$ cat src/rtl/loader_pkg.sv
// Shared definitions for the UART program loader.
// States, frame bytes and default sizing.
package loader_pkg;

    typedef enum logic [2:0] {
        IDLE,
        LEN0,
        LEN1,
        DATA,
        CSUM,
        RESP,
        RUN
    } state_e;

    localparam logic [7:0] SYNC_BYTE = 8'hA5;
    localparam logic [7:0] ACK_BYTE  = 8'h06;
    localparam logic [7:0] NAK_BYTE  = 8'h15;

    localparam int MAX_WORDS_DEF = 16384;
    localparam int TIMEOUT_DEF   = 1000000;

endpackage

$ cat src/rtl/ld_timeout.sv
// Reloadable down-counter for the inter-byte timeout.
// expire_o pulses after TIMEOUT enabled cycles without a reload.
module ld_timeout #(
    parameter int TIMEOUT = 1000000
) (
    input  logic clk,
    input  logic rst,
    input  logic en_i,
    input  logic reload_i,
    output logic expire_o
);

    localparam int CW = (TIMEOUT > 1) ? $clog2(TIMEOUT) : 1;
    localparam logic [CW-1:0] LOAD = CW'(TIMEOUT - 1);

    logic [CW-1:0] cnt_q, cnt_d;

    assign expire_o = en_i & ~reload_i & (cnt_q == '0);

    // Reload on activity, otherwise count down while enabled.
    always_comb begin
        cnt_d = cnt_q;
        if (reload_i) begin
            cnt_d = LOAD;
        end else if (en_i && cnt_q != '0) begin
            cnt_d = cnt_q - CW'(1);
        end
    end

    // Counter register.
    always_ff @(posedge clk) begin
        if (rst) begin
            cnt_q <= '0;
        end else begin
            cnt_q <= cnt_d;
        end
    end

endmodule

$ cat src/rtl/prog_loader.sv
// UART program loader: parses framed payload into BRAM writes,
// verifies an XOR checksum, answers ACK/NAK and releases the CPU.
module prog_loader
    import loader_pkg::*;
#(
    parameter int MAX_WORDS = MAX_WORDS_DEF,
    parameter int TIMEOUT   = TIMEOUT_DEF
) (
    input  logic        clk,
    input  logic        rst,
    input  logic [7:0]  rx_data,
    input  logic        rx_valid,
    output logic [15:0] addr,
    output logic [3:0]  we,
    output logic [31:0] din,
    output logic        cpu_rst_n,
    output logic        done,
    output logic        err,
    output logic [7:0]  tx_data,
    output logic        tx_valid,
    input  logic        tx_ready
);

    state_e      state_q, state_d;
    logic [15:0] n_q, n_d;
    logic [7:0]  csum_q, csum_d;
    logic [1:0]  bcnt_q, bcnt_d;
    logic [15:0] widx_q, widx_d;
    logic [31:0] din_q, din_d;
    logic [15:0] addr_q, addr_d;
    logic [3:0]  we_q, we_d;
    logic        err_q, err_d;
    logic [7:0]  tx_q, tx_d;
    logic        busy;
    logic        tmo;
    logic [15:0] n_full;

    assign busy = (state_q == LEN0) || (state_q == LEN1) ||
                  (state_q == DATA) || (state_q == CSUM);
    assign n_full = {rx_data, n_q[7:0]};

    ld_timeout #(
        .TIMEOUT (TIMEOUT)
    ) u_tmo (
        .clk      (clk),
        .rst      (rst),
        .en_i     (busy),
        .reload_i (rx_valid | ~busy),
        .expire_o (tmo)
    );

    // Frame parser: next state and datapath updates.
    always_comb begin
        state_d = state_q;
        n_d     = n_q;
        csum_d  = csum_q;
        bcnt_d  = bcnt_q;
        widx_d  = widx_q;
        din_d   = din_q;
        addr_d  = addr_q;
        we_d    = 4'h0;
        err_d   = err_q;
        tx_d    = tx_q;
        unique case (state_q)
            IDLE: begin
                if (rx_valid && rx_data == SYNC_BYTE) begin
                    state_d = LEN0;
                    csum_d  = 8'h00;
                    bcnt_d  = 2'd0;
                    widx_d  = 16'd0;
                    err_d   = 1'b0;
                end
            end
            LEN0: begin
                if (rx_valid) begin
                    n_d[7:0] = rx_data;
                    state_d  = LEN1;
                end
            end
            LEN1: begin
                if (rx_valid) begin
                    n_d[15:8] = rx_data;
                    if (32'(n_full) > 32'(MAX_WORDS)) begin
                        state_d = RESP;
                        tx_d    = NAK_BYTE;
                        err_d   = 1'b1;
                    end else if (n_full == 16'd0) begin
                        state_d = CSUM;
                    end else begin
                        state_d = DATA;
                    end
                end
            end
            DATA: begin
                if (rx_valid) begin
                    din_d[{bcnt_q, 3'b000} +: 8] = rx_data;
                    csum_d = csum_q ^ rx_data;
                    bcnt_d = bcnt_q + 2'd1;
                    if (bcnt_q == 2'd3) begin
                        we_d   = 4'hF;
                        addr_d = {widx_q[13:0], 2'b00};
                        widx_d = widx_q + 16'd1;
                        if (widx_q == n_q - 16'd1) begin
                            state_d = CSUM;
                        end
                    end
                end
            end
            CSUM: begin
                if (rx_valid) begin
                    state_d = RESP;
                    if (rx_data == csum_q) begin
                        tx_d = ACK_BYTE;
                    end else begin
                        tx_d  = NAK_BYTE;
                        err_d = 1'b1;
                    end
                end
            end
            RESP: begin
                if (tx_ready) begin
                    state_d = (tx_q == ACK_BYTE) ? RUN : IDLE;
                end
            end
            RUN: begin
                state_d = RUN;
            end
            default: begin
                state_d = IDLE;
            end
        endcase
        // A stalled sender abandons the frame silently.
        if (busy && tmo) begin
            state_d = IDLE;
            err_d   = 1'b1;
        end
    end

    // State and datapath registers.
    always_ff @(posedge clk) begin
        if (rst) begin
            state_q <= IDLE;
            n_q     <= '0;
            csum_q  <= '0;
            bcnt_q  <= '0;
            widx_q  <= '0;
            din_q   <= '0;
            addr_q  <= '0;
            we_q    <= '0;
            err_q   <= 1'b0;
            tx_q    <= '0;
        end else begin
            state_q <= state_d;
            n_q     <= n_d;
            csum_q  <= csum_d;
            bcnt_q  <= bcnt_d;
            widx_q  <= widx_d;
            din_q   <= din_d;
            addr_q  <= addr_d;
            we_q    <= we_d;
            err_q   <= err_d;
            tx_q    <= tx_d;
        end
    end

    assign addr      = addr_q;
    assign we        = we_q;
    assign din       = din_q;
    assign cpu_rst_n = (state_q == RUN);
    assign done      = (state_q == RUN);
    assign err       = err_q;
    assign tx_data   = tx_q;
    assign tx_valid  = (state_q == RESP);

endmodule

$ cat config.mk
export PLATFORM = sky130hd
export DESIGN_NAME = prog_loader
export DESIGN_NICKNAME = d
export VERILOG_FILES = /design/src/rtl/loader_pkg.sv /design/src/rtl/ld_timeout.sv /design/src/rtl/prog_loader.sv
export SDC_FILE = /design/constraint.sdc
export NUM_CORES = 1
export LEC_CHECK = 0
export CORE_UTILIZATION = 55
export DETAILED_ROUTE_END_ITERATION = 6
export MAX_ROUTING_LAYER = met4
export PLACE_DENSITY = 0.77
export SYNTH_ARGS = -nofsm -noshare
export SYNTH_HDL_FRONTEND = slang
export SYNTH_HIERARCHICAL = 1
export SYNTH_SLANG_ARGS = --single-unit
$ cat constraint.sdc
create_clock -name clk -period 7.1 [get_ports clk]
set_input_delay 1.775 -clock clk [delete_from_list [all_inputs] [get_ports clk]]
set_output_delay 1.775 -clock clk [all_outputs]
set_load 0.01 [all_outputs]
==> results of run 1 <==
==> power breakdown <==
group | internal [mW] | switching [mW]
Clock | 0.519 | 0.306
Combinational | 0.164 | 0.230
Sequential | 0.686 | 0.0540
Total | 1.37 | 0.590
==> per-stage QoR <==
step                      util (%)  worst slack, ns  hold slack [ns]  cells  power (mW)
after global routing          69.0             2.61            0.472    907        2.04
after CTS                     69.0             2.79            0.450    907        1.96
after detailed placement      63.4             2.27            0.443    875        1.13
final                         69.0             2.75            0.451    907        1.96
after global placement        63.4             2.35            0.442    875        1.11
after floorplan                  -             3.48            0.435    724        1.05
==> flip-flops by register name, indices dropped and copies added (netlist names) <==
name and flops:
din 32, u_tmo/cnt_q 20, n_q 16, widx_q 16, addr 14, csum_q 8
state_q 3, tx_data 3, bcnt_q 2, err 1, we 1
==> worst max-delay path: cells and delay by family <==
family                 cells  cell delay [ns]
AND/OR/NAND/NOR            3             1.56
buffers and inverters      1             0.66
AO/OA/AOI/OAI              2             0.44
multiplexers               1             0.28
==> cells in the final DEF, fill, tap and decap left out, types with 6 or more instances in the layout <==
master,count
sky130_fd_sc_hd__nor3b_1,6
sky130_fd_sc_hd__o21ai_0,23
sky130_fd_sc_hd__or3_1,16
sky130_fd_sc_hd__ha_1,10
sky130_fd_sc_hd__conb_1,6
sky130_fd_sc_hd__clkbuf_16,16
sky130_fd_sc_hd__nor4_1,8
sky130_fd_sc_hd__nor3_1,13
sky130_fd_sc_hd__mux2i_1,28
sky130_fd_sc_hd__xnor2_1,32
sky130_fd_sc_hd__nand2_1,66
sky130_fd_sc_hd__nor2_1,73
sky130_fd_sc_hd__inv_1,17
sky130_fd_sc_hd__a31oi_1,7
sky130_fd_sc_hd__xor2_1,13
sky130_fd_sc_hd__a21oi_1,64
sky130_fd_sc_hd__nand4_1,7
sky130_fd_sc_hd__clkdlybuf4s50_1,68
sky130_fd_sc_hd__and3_1,10
sky130_fd_sc_hd__dfxtp_1,116
sky130_fd_sc_hd__nand3_1,46
sky130_fd_sc_hd__nand2b_1,8
==> synth_stat cells (4+ instances only) <==
library cell	count	area (um^2)
sky130_fd_sc_hd__xnor2_1	32	280
sky130_fd_sc_hd__and2_1	4	25.0
sky130_fd_sc_hd__buf_4	11	82.6
sky130_fd_sc_hd__nor4_1	8	50.1
sky130_fd_sc_hd__and3_1	10	62.6
sky130_fd_sc_hd__o211ai_1	5	37.5
sky130_fd_sc_hd__clkbuf_1	39	146
sky130_fd_sc_hd__a21oi_1	64	320
sky130_fd_sc_hd__o2111ai_1	4	35.0
sky130_fd_sc_hd__xor2_1	13	114
sky130_fd_sc_hd__a211oi_1	4	30.0
sky130_fd_sc_hd__ha_1	10	125
sky130_fd_sc_hd__nand3_1	46	230
sky130_fd_sc_hd__dfxtp_1	116	2320
sky130_fd_sc_hd__nor2_1	73	274
sky130_fd_sc_hd__nor4b_1	4	35.0
sky130_fd_sc_hd__o41ai_1	5	43.8
sky130_fd_sc_hd__mux2i_1	28	280
sky130_fd_sc_hd__nand2_1	66	248
sky130_fd_sc_hd__or3_1	16	100
sky130_fd_sc_hd__nand4_1	7	43.8
sky130_fd_sc_hd__nor2b_1	4	25.0
sky130_fd_sc_hd__o31ai_1	5	37.5
sky130_fd_sc_hd__o21ai_0	23	115
sky130_fd_sc_hd__nand2b_1	8	50.1
sky130_fd_sc_hd__inv_1	17	63.8
sky130_fd_sc_hd__or4_1	5	37.5
sky130_fd_sc_hd__nor3b_1	6	45.0
sky130_fd_sc_hd__nor3_1	13	65.1
sky130_fd_sc_hd__a31oi_1	7	43.8
==> kinds of logic (layout without fill, tap and decap cells) <==
| logic type | after synthesis | in the layout | synth area share, % |
|---|---|---|---|
| AND/OR/NAND/NOR | 297 | 297 | 25.8 |
| AO/OA/AOI/OAI | 147 | 147 | 16.1 |
| flip-flops | 116 | 116 | 38.9 |
| buffers and inverters | 74 | 121 | 5.53 |
| XOR/XNOR | 45 | 45 | 6.60 |
| multiplexers | 29 | 29 | 4.88 |
| adder cells (fa/ha/maj) | 10 | 10 | 2.10 |
| other | 1 | 6 | 0.0628 |
==> area by class of cell <==
type / count / area share (%)
clock buffers: 21 / 6.25
clock inverters: 11 / 1.78
inverters: 18 / 0.940
multi-input cells: 534 / 46.6
flip-flops and latches: 116 / 32.3
well taps: 136 / 2.37
repair buffers: 71 / 9.75
==> worst min-delay path by stage <==
stage | startpoint | to | slack (ns) | cells past startpoint
after global placement | din[26]$_SDFFE_PP0P_ | din[26]$_SDFFE_PP0P_ | 0.44 | 2
final | din[7]$_SDFFE_PP0P_ | din[7]$_SDFFE_PP0P_ | 0.45 | 2
after CTS | din[9]$_SDFFE_PP0P_ | din[9]$_SDFFE_PP0P_ | 0.45 | 2
after global routing | din[4]$_SDFFE_PP0P_ | din[4]$_SDFFE_PP0P_ | 0.47 | 2
after detailed placement | din[9]$_SDFFE_PP0P_ | din[9]$_SDFFE_PP0P_ | 0.44 | 2
after floorplan | csum_q[1]$_SDFFE_PP0P_ | csum_q[1]$_SDFFE_PP0P_ | 0.44 | 2
==> layer usage <==
layer,up-vias,GRT usage (%)
met2,192,43.5
met5,-,-
li1,2619,-
met4,0,12.4
met3,31,6.32
met1,2552,35.5
==> flow_metrics.py, run 1 <==
metrics = {
    "worst_setup_path": {
        "reg2reg_to": "state_q[0]$_SDFFE_PP0P_",
        "critPathSlowestCell": "sky130_fd_sc_hd__and3b_1",
        "worst_r2r_path_depth": 8,
        "startpoint": "rx_data[3]",
        "worstSetupStartpointType": "input pin",
        "setup.reg_to_reg.worst_slack_ns": 3.57,
        "rr_startpoint": "state_q[0]$_SDFFE_PP0P_",
        "worst-endpoint-arrival_ns": 4.72,
        "critPathCapture": "addr[4]$_SDFFE_PP0P_",
        "critical_path.cell_chain": "clkdlybuf4s50_1 -> or3_1 -> o31ai_1 -> a31oi_1 -> and3b_1 -> mux2i_1 -> nor2_1",
        "critical_path.max_fanout": 18,
        "cp_slowest_stage_delay_ns": 0.95,
        "cp_data_required_time_ns": 7.47,
        "cp-end-kind": "flop",
        "crit_type": "input pin to flop",
    },
    "cts": {
        "clock_path_buffers": 2,
        "cts-buffers-inserted": 17,
        "htree_num_levels": 4,
        "clk_pin_slew_ns": 0.06,
        "postCtsHoldBufs": 0,
        "cts.repair_timing.setup_buffer_count": 0,
        "clock_sink_count": 116,
        "clock-root-buffer": "sky130_fd_sc_hd__clkbuf_8",
        "cts_tree": "done",
        "ctsResizeCount": 0,
        "clk-insertion-delay-late_ns": 0.53,
    },
    "place": {
        "gpl.final_weighted_congestion": 0.935,
        "hpwlAfterDp_um": 9940,
        "placement.io_buffers": 69,
        "dpl_cell_area_um2": 6610,
    },
    "drt": {
        "met2_wirelength_um": 7040,
        "routed.top_layer": "met4",
        "remaining_drc_errors": 0,
        "viasPerCell": 5.95,
        "number_of_vias_in_the_routed_layout": 5394,
        "routed-wl-met3_um": 1020,
        "detailedRoute.firstPassIterationCount": 5,
        "route.layer.met1.wl_um": 6590,
        "post_drt_wl_per_cell_um": 16.4,
        "totalWireLength_um": 14900,
        "antenna_violating_nets_post_route": 0,
        "detailedRoute.firstIterationViolations": 468,
    },
    "hold_path": {
        "holdCritPathClass": "flop to flop",
    },
    "global_route": {
        "grt_util_all_layers_pct": 28.3,
        "vias_in_the_first_global_route": 4996,
        "grt_start_max_net_pins": 92,
        "global_route.overflow_total": 0,
        "grt_antenna_before_repair": 0,
        "grt_pass1_wl_um": 24500,
    },
    "yosys": {
        "synth_async_sr_flop_share_pct": 0,
        "synthesized_flop_and_latch_total": 116,
        "seq_area_frac_synth_pct": 38.9,
        "ys_types": 75,
        "area_of_the_mapped_netlist_um2": 5970,
        "synth-edff-count": 0,
        "post_synth.cell_area_avg_um2": 8.30,
        "synth_warnings": 6,
        "ys.flop_type": "sky130_fd_sc_hd__dfxtp_1",
        "postSynthCellCount": 719,
    },
    "cells_and_area": {
        "drive_above_1_share_pct": 7.52,
        "fillerInstances": 867,
        "area_delta_synth_final_pct": 20.4,
        "final_net_count": 780,
        "sequential_cell_area_um2": 2320,
        "finish.instance_area_um2": 7190,
        "antenna_fix_cells": 0,
        "multiInputGateArea_um2": 3350,
    },
    "floorplanning": {
        "core_region_area_um2": 10400,
        "start_util_pct": 57.3,
        "dieHeight_um": 106,
        "chipWidth_um": 106,
        "io_pins": 76,
        "design.die.area_um2": 11300,
        "num_rows": 37,
    },
    "timing": {
        "grt_setup_unrepaired": "false",
        "clock.fmax_mhz": 230,
        "timing.max_slew.rel_slack_pct": 26.9,
        "min_period_over_period_pct": 61.3,
        "setup-tns-final_ns": 0,
        "finalSetupViolations": 0,
        "final_max_slew_viol_count": 0,
        "worst-slew-pin-transition_ns": 1.09,
        "finalWorstPathRequiredPeriod_ns": 4.35,
        "final-hold-violation-count": 0,
        "finalClockSkew_ns": 0.00827,
    },
    "run": {
        "max_cap_viol_count": 0,
    },
    "power_and_ir_drop": {
        "p_per_area_nw_per_um2": 272,
        "p_leak_nw": 2.44,
        "vdd_ir_drop_max_uv": 193,
    },
    "outcome": {
        "outcome": "completed",
    },
}
Power figures use the tool's default switching activity.
==> run 2: changes to the inputs <==
--- a/config.mk
+++ b/config.mk
@@ -5,10 +5,10 @@
 export SDC_FILE = /design/constraint.sdc
 export NUM_CORES = 1
 export LEC_CHECK = 0
-export CORE_UTILIZATION = 55
+export CORE_UTILIZATION = 50
 export DETAILED_ROUTE_END_ITERATION = 6
 export MAX_ROUTING_LAYER = met4
-export PLACE_DENSITY = 0.77
+export PLACE_DENSITY = 0.74
 export SYNTH_ARGS = -nofsm -noshare
 export SYNTH_HDL_FRONTEND = slang
 export SYNTH_HIERARCHICAL = 1
==> constraint.sdc (replaced) <==
create_clock -name clk -period 4 [get_ports clk]
set_input_delay 1 -clock clk [delete_from_list [all_inputs] [get_ports clk]]
set_output_delay 1 -clock clk [all_outputs]
set_load 0.01 [all_outputs]
==> run 2 against run 1 <==
The flow now finishes with violations (design-rule violations). Routed wire length up 3.4%. Hold slack worse by 0.0040 ns. Die area up 9.8%. Critical path type is now flop to output pin. Largest cell class unchanged. Combinational power up 83%.
==> flow_metrics.py, run 2 (synthesis gave the netlist of run 1 again) <==
metrics = {
    "drt": {
        "remaining_drc_errors": 12,
        "post_drt_wl_per_cell_um": 16.6,
        "detailedRoute.firstPassIterationCount": 7,
        "totalWireLength_um": 15400,
        "number_of_vias_in_the_routed_layout": 5427,
        "detailedRoute.firstIterationViolations": 378,
        "viasPerCell": 5.85,
        "antenna_violating_nets_post_route": 0,
    },
    "worst_setup_path": {
        "rr_startpoint": "n_q[0]$_SDFFE_PP0P_",
        "worst_r2r_path_depth": 8,
        "worstSetupStartpointType": "flop",
        "cp_slowest_stage_delay_ns": 0.69,
        "crit_type": "flop to output pin",
        "worst-endpoint-arrival_ns": 2.36,
        "cp-end-kind": "output pin",
        "critical_path.cell_chain": "inv_2 -> nor3b_1 -> clkdlybuf4s50_1",
        "critical_path.max_fanout": 12,
        "cp_data_required_time_ns": 3.00,
        "reg2reg_to": "state_q[2]$_SDFFE_PP0P_",
        "critPathSlowestCell": "sky130_fd_sc_hd__dfxtp_1",
        "setup.reg_to_reg.worst_slack_ns": 1.04,
    },
    "floorplanning": {
        "num_rows": 39,
        "design.die.area_um2": 12400,
        "io_pins": 76,
        "chipWidth_um": 111,
        "core_region_area_um2": 11500,
        "dieHeight_um": 111,
        "start_util_pct": 51.8,
    },
    "cts": {
        "clk_pin_slew_ns": 0.06,
        "htree_num_levels": 4,
        "cts.repair_timing.setup_buffer_count": 0,
        "cts-buffers-inserted": 17,
        "clk-insertion-delay-late_ns": 0.42,
        "ctsResizeCount": 0,
        "postCtsHoldBufs": 0,
        "clock-root-buffer": "sky130_fd_sc_hd__clkbuf_16",
        "cts_tree": "done",
        "clock_sink_count": 116,
        "clock_path_buffers": 2,
    },
    "timing": {
        "final_max_slew_viol_count": 0,
        "clock.fmax_mhz": 298,
        "final-hold-violation-count": 0,
        "grt_setup_unrepaired": "false",
        "worst-slew-pin-transition_ns": 1.11,
        "finalWorstPathRequiredPeriod_ns": 3.36,
        "finalClockSkew_ns": 0.00873,
        "min_period_over_period_pct": 83.9,
        "finalSetupViolations": 0,
        "setup-tns-final_ns": 0,
        "timing.max_slew.rel_slack_pct": 25.9,
    },
    "outcome": {
        "violations": "design-rule violations",
        "outcome": "finished with violations",
    },
    "cells_and_area": {
        "finish.instance_area_um2": 7380,
        "mostFrequentLayoutCell": "sky130_fd_sc_hd__dfxtp_1",
        "area_delta_synth_final_pct": 23.6,
        "layout.cells.most_common_list": "116 x sky130_fd_sc_hd__dfxtp_1, 73 x sky130_fd_sc_hd__nor2_1, 68 x sky130_fd_sc_hd__clkdlybuf4s50_1, 66 x sky130_fd_sc_hd__nand2_1, 64 x sky130_fd_sc_hd__a21oi_1",
        "fillerInstances": 985,
        "drive_above_1_share_pct": 9.43,
        "number_of_flip_flops_under_the_largest_register_name": 32,
        "final_net_count": 794,
        "finish.utilization_pct": 64.1,
        "antenna_fix_cells": 0,
    },
    "power_and_ir_drop": {
        "p_per_area_nw_per_um2": 504,
        "vdd_ir_drop_max_uv": 455,
        "p_leak_nw": 2.54,
    },
    "hold_path": {
        "hold_path_end": "din[12]$_SDFFE_PP0P_",
        "holdCritPathClass": "flop to flop",
        "hold_path_depth": 2,
        "worstHoldStart": "din[12]$_SDFFE_PP0P_",
    },
    "place": {
        "dpl_cell_area_um2": 6720,
        "hpwlAfterDp_um": 10600,
        "gpl.final_weighted_congestion": 0.902,
        "placement.io_buffers": 69,
    },
    "global_route": {
        "global_route.overflow_total": 0,
        "vias_in_the_first_global_route": 5168,
        "grt_antenna_before_repair": 0,
        "grt_pass1_wl_um": 25300,
        "grt_util_all_layers_pct": 26.3,
        "grt_start_max_net_pins": 39,
    },
    "run": {
        "max_cap_viol_count": 0,
    },
}
run 2: cell count changes in the layout (fill, tap and decap cells not counted):
cell	delta
sky130_fd_sc_hd__buf_4	+14
sky130_fd_sc_hd__bufinv_16	+3
sky130_fd_sc_hd__clkbuf_8	-3
sky130_fd_sc_hd__clkbuf_1	-2
sky130_fd_sc_hd__clkbuf_16	+1
sky130_fd_sc_hd__clkinv_2	-1
sky130_fd_sc_hd__clkinvlp_4	+1
sky130_fd_sc_hd__inv_6	+1
run 2: worst max-delay path by stage:
| stage | depth (start not counted) | start | slack, ns | endpoint |
|---|---|---|---|---|
| 2_1_floorplan | 8 | rx_data[1] | 1.16 | addr[10]$_SDFFE_PP0P_ |
| 3_3_place_gp | 6 | rx_data[1] | 0.56 | widx_q[14]$_SDFFE_PP0P_ |
| 3_5_place_dp | 6 | rx_data[1] | 0.44 | widx_q[14]$_SDFFE_PP0P_ |
| 4_1_cts | 3 | state_q[2]$_SDFFE_PP0P_ | 0.68 | cpu_rst_n |
| 5_1_grt | 3 | state_q[2]$_SDFFE_PP0P_ | 0.58 | done |
| 6_report | 3 | state_q[2]$_SDFFE_PP0P_ | 0.64 | cpu_rst_n |
run 2: worst max-delay path: cells and delay by family (launching register included):
| kind | cells | cell delay [ns] |
|---|---|---|
| buffers and inverters | 2 | 0.85 |
| DFF | 1 | 0.69 |
| and+or+nand+nor | 1 | 0.40 |
run 2: final cells by class:
type                       instances  area (um^2)  area share [%]
clock inverter                    15          229            3.10
tap                              143          179            2.43
inverter                          18         67.6           0.916
timing repair buffer              85          806            10.9
clock buffer                      17          425            5.77
multi-input combinational        534         3350            45.4
sequential                       116         2320            31.5
run 2: stage by stage:
stage                     std cells  power [mW]  worst slack [ns]  hold slack (ns)
after global placement          896        2.01             0.555            0.443
final                           928        3.72             0.645            0.447
after CTS                       928        3.72             0.677            0.450
after global routing            928        3.87             0.580            0.469
after floorplan                 724        1.86              1.16            0.435
after detailed placement        896        2.03             0.444            0.442
run 2: routing by layer:
metal | track usage [%] | part of all wire [%]
met3 | 5.96 | 5.3
met4 | 9.55 | 1.5
met2 | 40.8 | 47
met5 | - | 0
met1 | 33.6 | 47
run 2: report_power, final:
part	internal, mW	total, mW	switching, mW
registers	1.22	1.31	0.0964
clock network	1.11	1.69	0.577
logic	0.307	0.718	0.411
total	2.63	3.72	1.08
==> run 3: changes to the inputs <==
--- a/config.mk
+++ b/config.mk
@@ -5,10 +5,10 @@
 export SDC_FILE = /design/constraint.sdc
 export NUM_CORES = 1
 export LEC_CHECK = 0
-export CORE_UTILIZATION = 50
+export CORE_UTILIZATION = 55
 export DETAILED_ROUTE_END_ITERATION = 6
 export MAX_ROUTING_LAYER = met4
-export PLACE_DENSITY = 0.74
+export PLACE_DENSITY = 0.77
 export SYNTH_ARGS = -nofsm -noshare
 export SYNTH_HDL_FRONTEND = slang
 export SYNTH_HIERARCHICAL = 1
==> constraint.sdc (replaced) <==
create_clock -name clk -period 3.3 [get_ports clk]
set_input_delay 0.825 -clock clk [delete_from_list [all_inputs] [get_ports clk]]
set_output_delay 0.825 -clock clk [all_outputs]
set_load 0.01 [all_outputs]
==> run 3 against run 2 <==
The run now ends clean. Power rose by 24%. Combinational power rose by 25%. Flip-flop and latch count did not move. Clock-buffer cell count rose by 4. Utilization rose by 7.5 points. Cell area rose by 1.1%. Critical path depth rose by 1. Non-clock buffer count rose by 3. Sequential power rose by 20%. Clock power rose by 27%. Global-route usage rose by 2.7 points. Critical path type unchanged. Largest cell class unchanged.
==> flow_metrics.py, run 3 (synthesis gave the netlist of run 1 again) <==
metrics = {
    "timing": {
        "timing.max_slew.rel_slack_pct": 34.6,
        "fin_ws_ns": 0.308,
        "final-hold-violation-count": 0,
        "finalWorstPathRequiredPeriod_ns": 2.99,
        "finalClockSkew_ns": 0.0121,
        "whs_ns": 0.454,
        "min_period_over_period_pct": 90.7,
        "setup-tns-final_ns": 0,
        "grt_setup_unrepaired": "false",
        "final_max_slew_viol_count": 0,
        "finalSetupViolations": 0,
        "worst-slew-pin-transition_ns": 0.979,
        "clock.fmax_mhz": 334,
    },
    "worst_setup_path": {
        "cp_data_required_time_ns": 2.47,
        "worst-endpoint-arrival_ns": 2.17,
        "cp-end-kind": "output pin",
        "critical_path.max_fanout": 12,
        "crit_type": "flop to output pin",
        "worstSetupStartpointType": "flop",
    },
    "cells_and_area": {
        "number_of_flip_flops_under_the_largest_register_name": 32,
        "final_net_count": 797,
        "area_delta_synth_final_pct": 24.9,
        "antenna_fix_cells": 0,
        "drive_above_1_share_pct": 9.67,
        "mostFrequentLayoutCell": "sky130_fd_sc_hd__dfxtp_1",
        "layoutNonFillerInstCount": 922,
        "finish.instance_area_um2": 7450,
        "layout.cells.most_common_list": "115 x sky130_fd_sc_hd__dfxtp_1, 73 x sky130_fd_sc_hd__nor2_1, 68 x sky130_fd_sc_hd__clkdlybuf4s50_1, 66 x sky130_fd_sc_hd__nand2_1, 64 x sky130_fd_sc_hd__a21oi_1",
        "finish.utilization_pct": 71.6,
    },
    "place": {
        "dpl_cell_area_um2": 6760,
        "placement.io_buffers": 69,
        "gpl.final_weighted_congestion": 0.885,
        "dp_worst_setup_slack_ns": -0.0178,
        "hpwlAfterDp_um": 10300,
        "dp_cells": 892,
    },
    "cts": {
        "clock_sink_count": 116,
        "clock-root-buffer": "sky130_fd_sc_hd__clkbuf_8",
        "clk-insertion-delay-late_ns": 0.53,
        "postCtsHoldBufs": 0,
        "cts.repair_timing.setup_buffer_count": 0,
        "clk_pin_slew_ns": 0.06,
        "ctsResizeCount": 0,
        "cts-buffers-inserted": 17,
        "clock_path_buffers": 2,
        "htree_num_levels": 4,
        "cts_tree": "done",
    },
    "floorplanning": {
        "core_region_area_um2": 10400,
        "design.die.area_um2": 11300,
        "chipWidth_um": 106,
        "dieHeight_um": 106,
        "num_rows": 37,
        "start_util_pct": 57.3,
        "io_pins": 76,
    },
    "drt": {
        "detailedRoute.firstIterationViolations": 417,
        "antenna_violating_nets_post_route": 0,
        "detailedRoute.firstPassIterationCount": 5,
        "viasPerCell": 5.92,
        "post_drt_wl_per_cell_um": 16.3,
        "number_of_vias_in_the_routed_layout": 5455,
        "remaining_drc_errors": 0,
        "totalWireLength_um": 15100,
    },
    "run": {
        "max_cap_viol_count": 0,
    },
    "global_route": {
        "grt_util_all_layers_pct": 29.0,
        "grt_antenna_before_repair": 0,
        "grt_start_max_net_pins": 69,
        "grt_pass1_wl_um": 25100,
        "global_route.overflow_total": 0,
        "vias_in_the_first_global_route": 5118,
    },
    "power_and_ir_drop": {
        "p_per_area_nw_per_um2": 620,
        "total_power_mw": 4.62,
        "p_leak_nw": 2.60,
        "vdd_ir_drop_max_uv": 370,
    },
    "outcome": {
        "outcome": "completed",
    },
    "hold_path": {
        "holdCritPathClass": "flop to flop",
    },
}
-- run 3: worst max-delay path: stages (launching register included) --
cell	delay (ns)
sky130_fd_sc_hd__dfxtp_2	0.50
sky130_fd_sc_hd__inv_2	0.18
sky130_fd_sc_hd__nor2_1	0.26
sky130_fd_sc_hd__and2_1	0.17
sky130_fd_sc_hd__clkdlybuf4s50_1	0.53
-- run 3: area by class of cell --
class,count,area [um^2]
Multi-Input combinational cell,534,3350
Sequential cell,116,2320
Tap cell,136,170
Clock inverter,9,223
Inverter,18,67.6
Timing Repair Buffer,88,853
Fill cell,824,2960
Clock buffer,21,469
-- run 3: worst paths after layout --
kind / from / to / slack (ns) / cells after the start
setup / recovery: state_q[2]$_SDFFE_PP0P_ / tx_valid / 0.31 / 4
hold / removal: din[22]$_SDFFE_PP0P_ / din[22]$_SDFFE_PP0P_ / 0.45 / 2
setup reg to reg: n_q[0]$_SDFFE_PP0P_ / state_q[2]$_SDFFE_PP0P_ / 0.31 / 8
hold reg to reg: din[22]$_SDFFE_PP0P_ / din[22]$_SDFFE_PP0P_ / 0.45 / 2
-- run 3: report_power, final --
group	internal, mW	switching (mW)
combinational	0.387	0.507
clock	1.53	0.625
sequential	1.48	0.0985
total	3.39	1.23
-- run 3: routing by layer --
metal  share of wire, %  vias to the layer above  track usage [%]
met4                1.6                        0             10.2
met1                 45                     2582             38.0
met5                  0                        -                -
met2                 47                      211             44.0
met3                6.3                       25             6.62
li1                   -                     2637                -
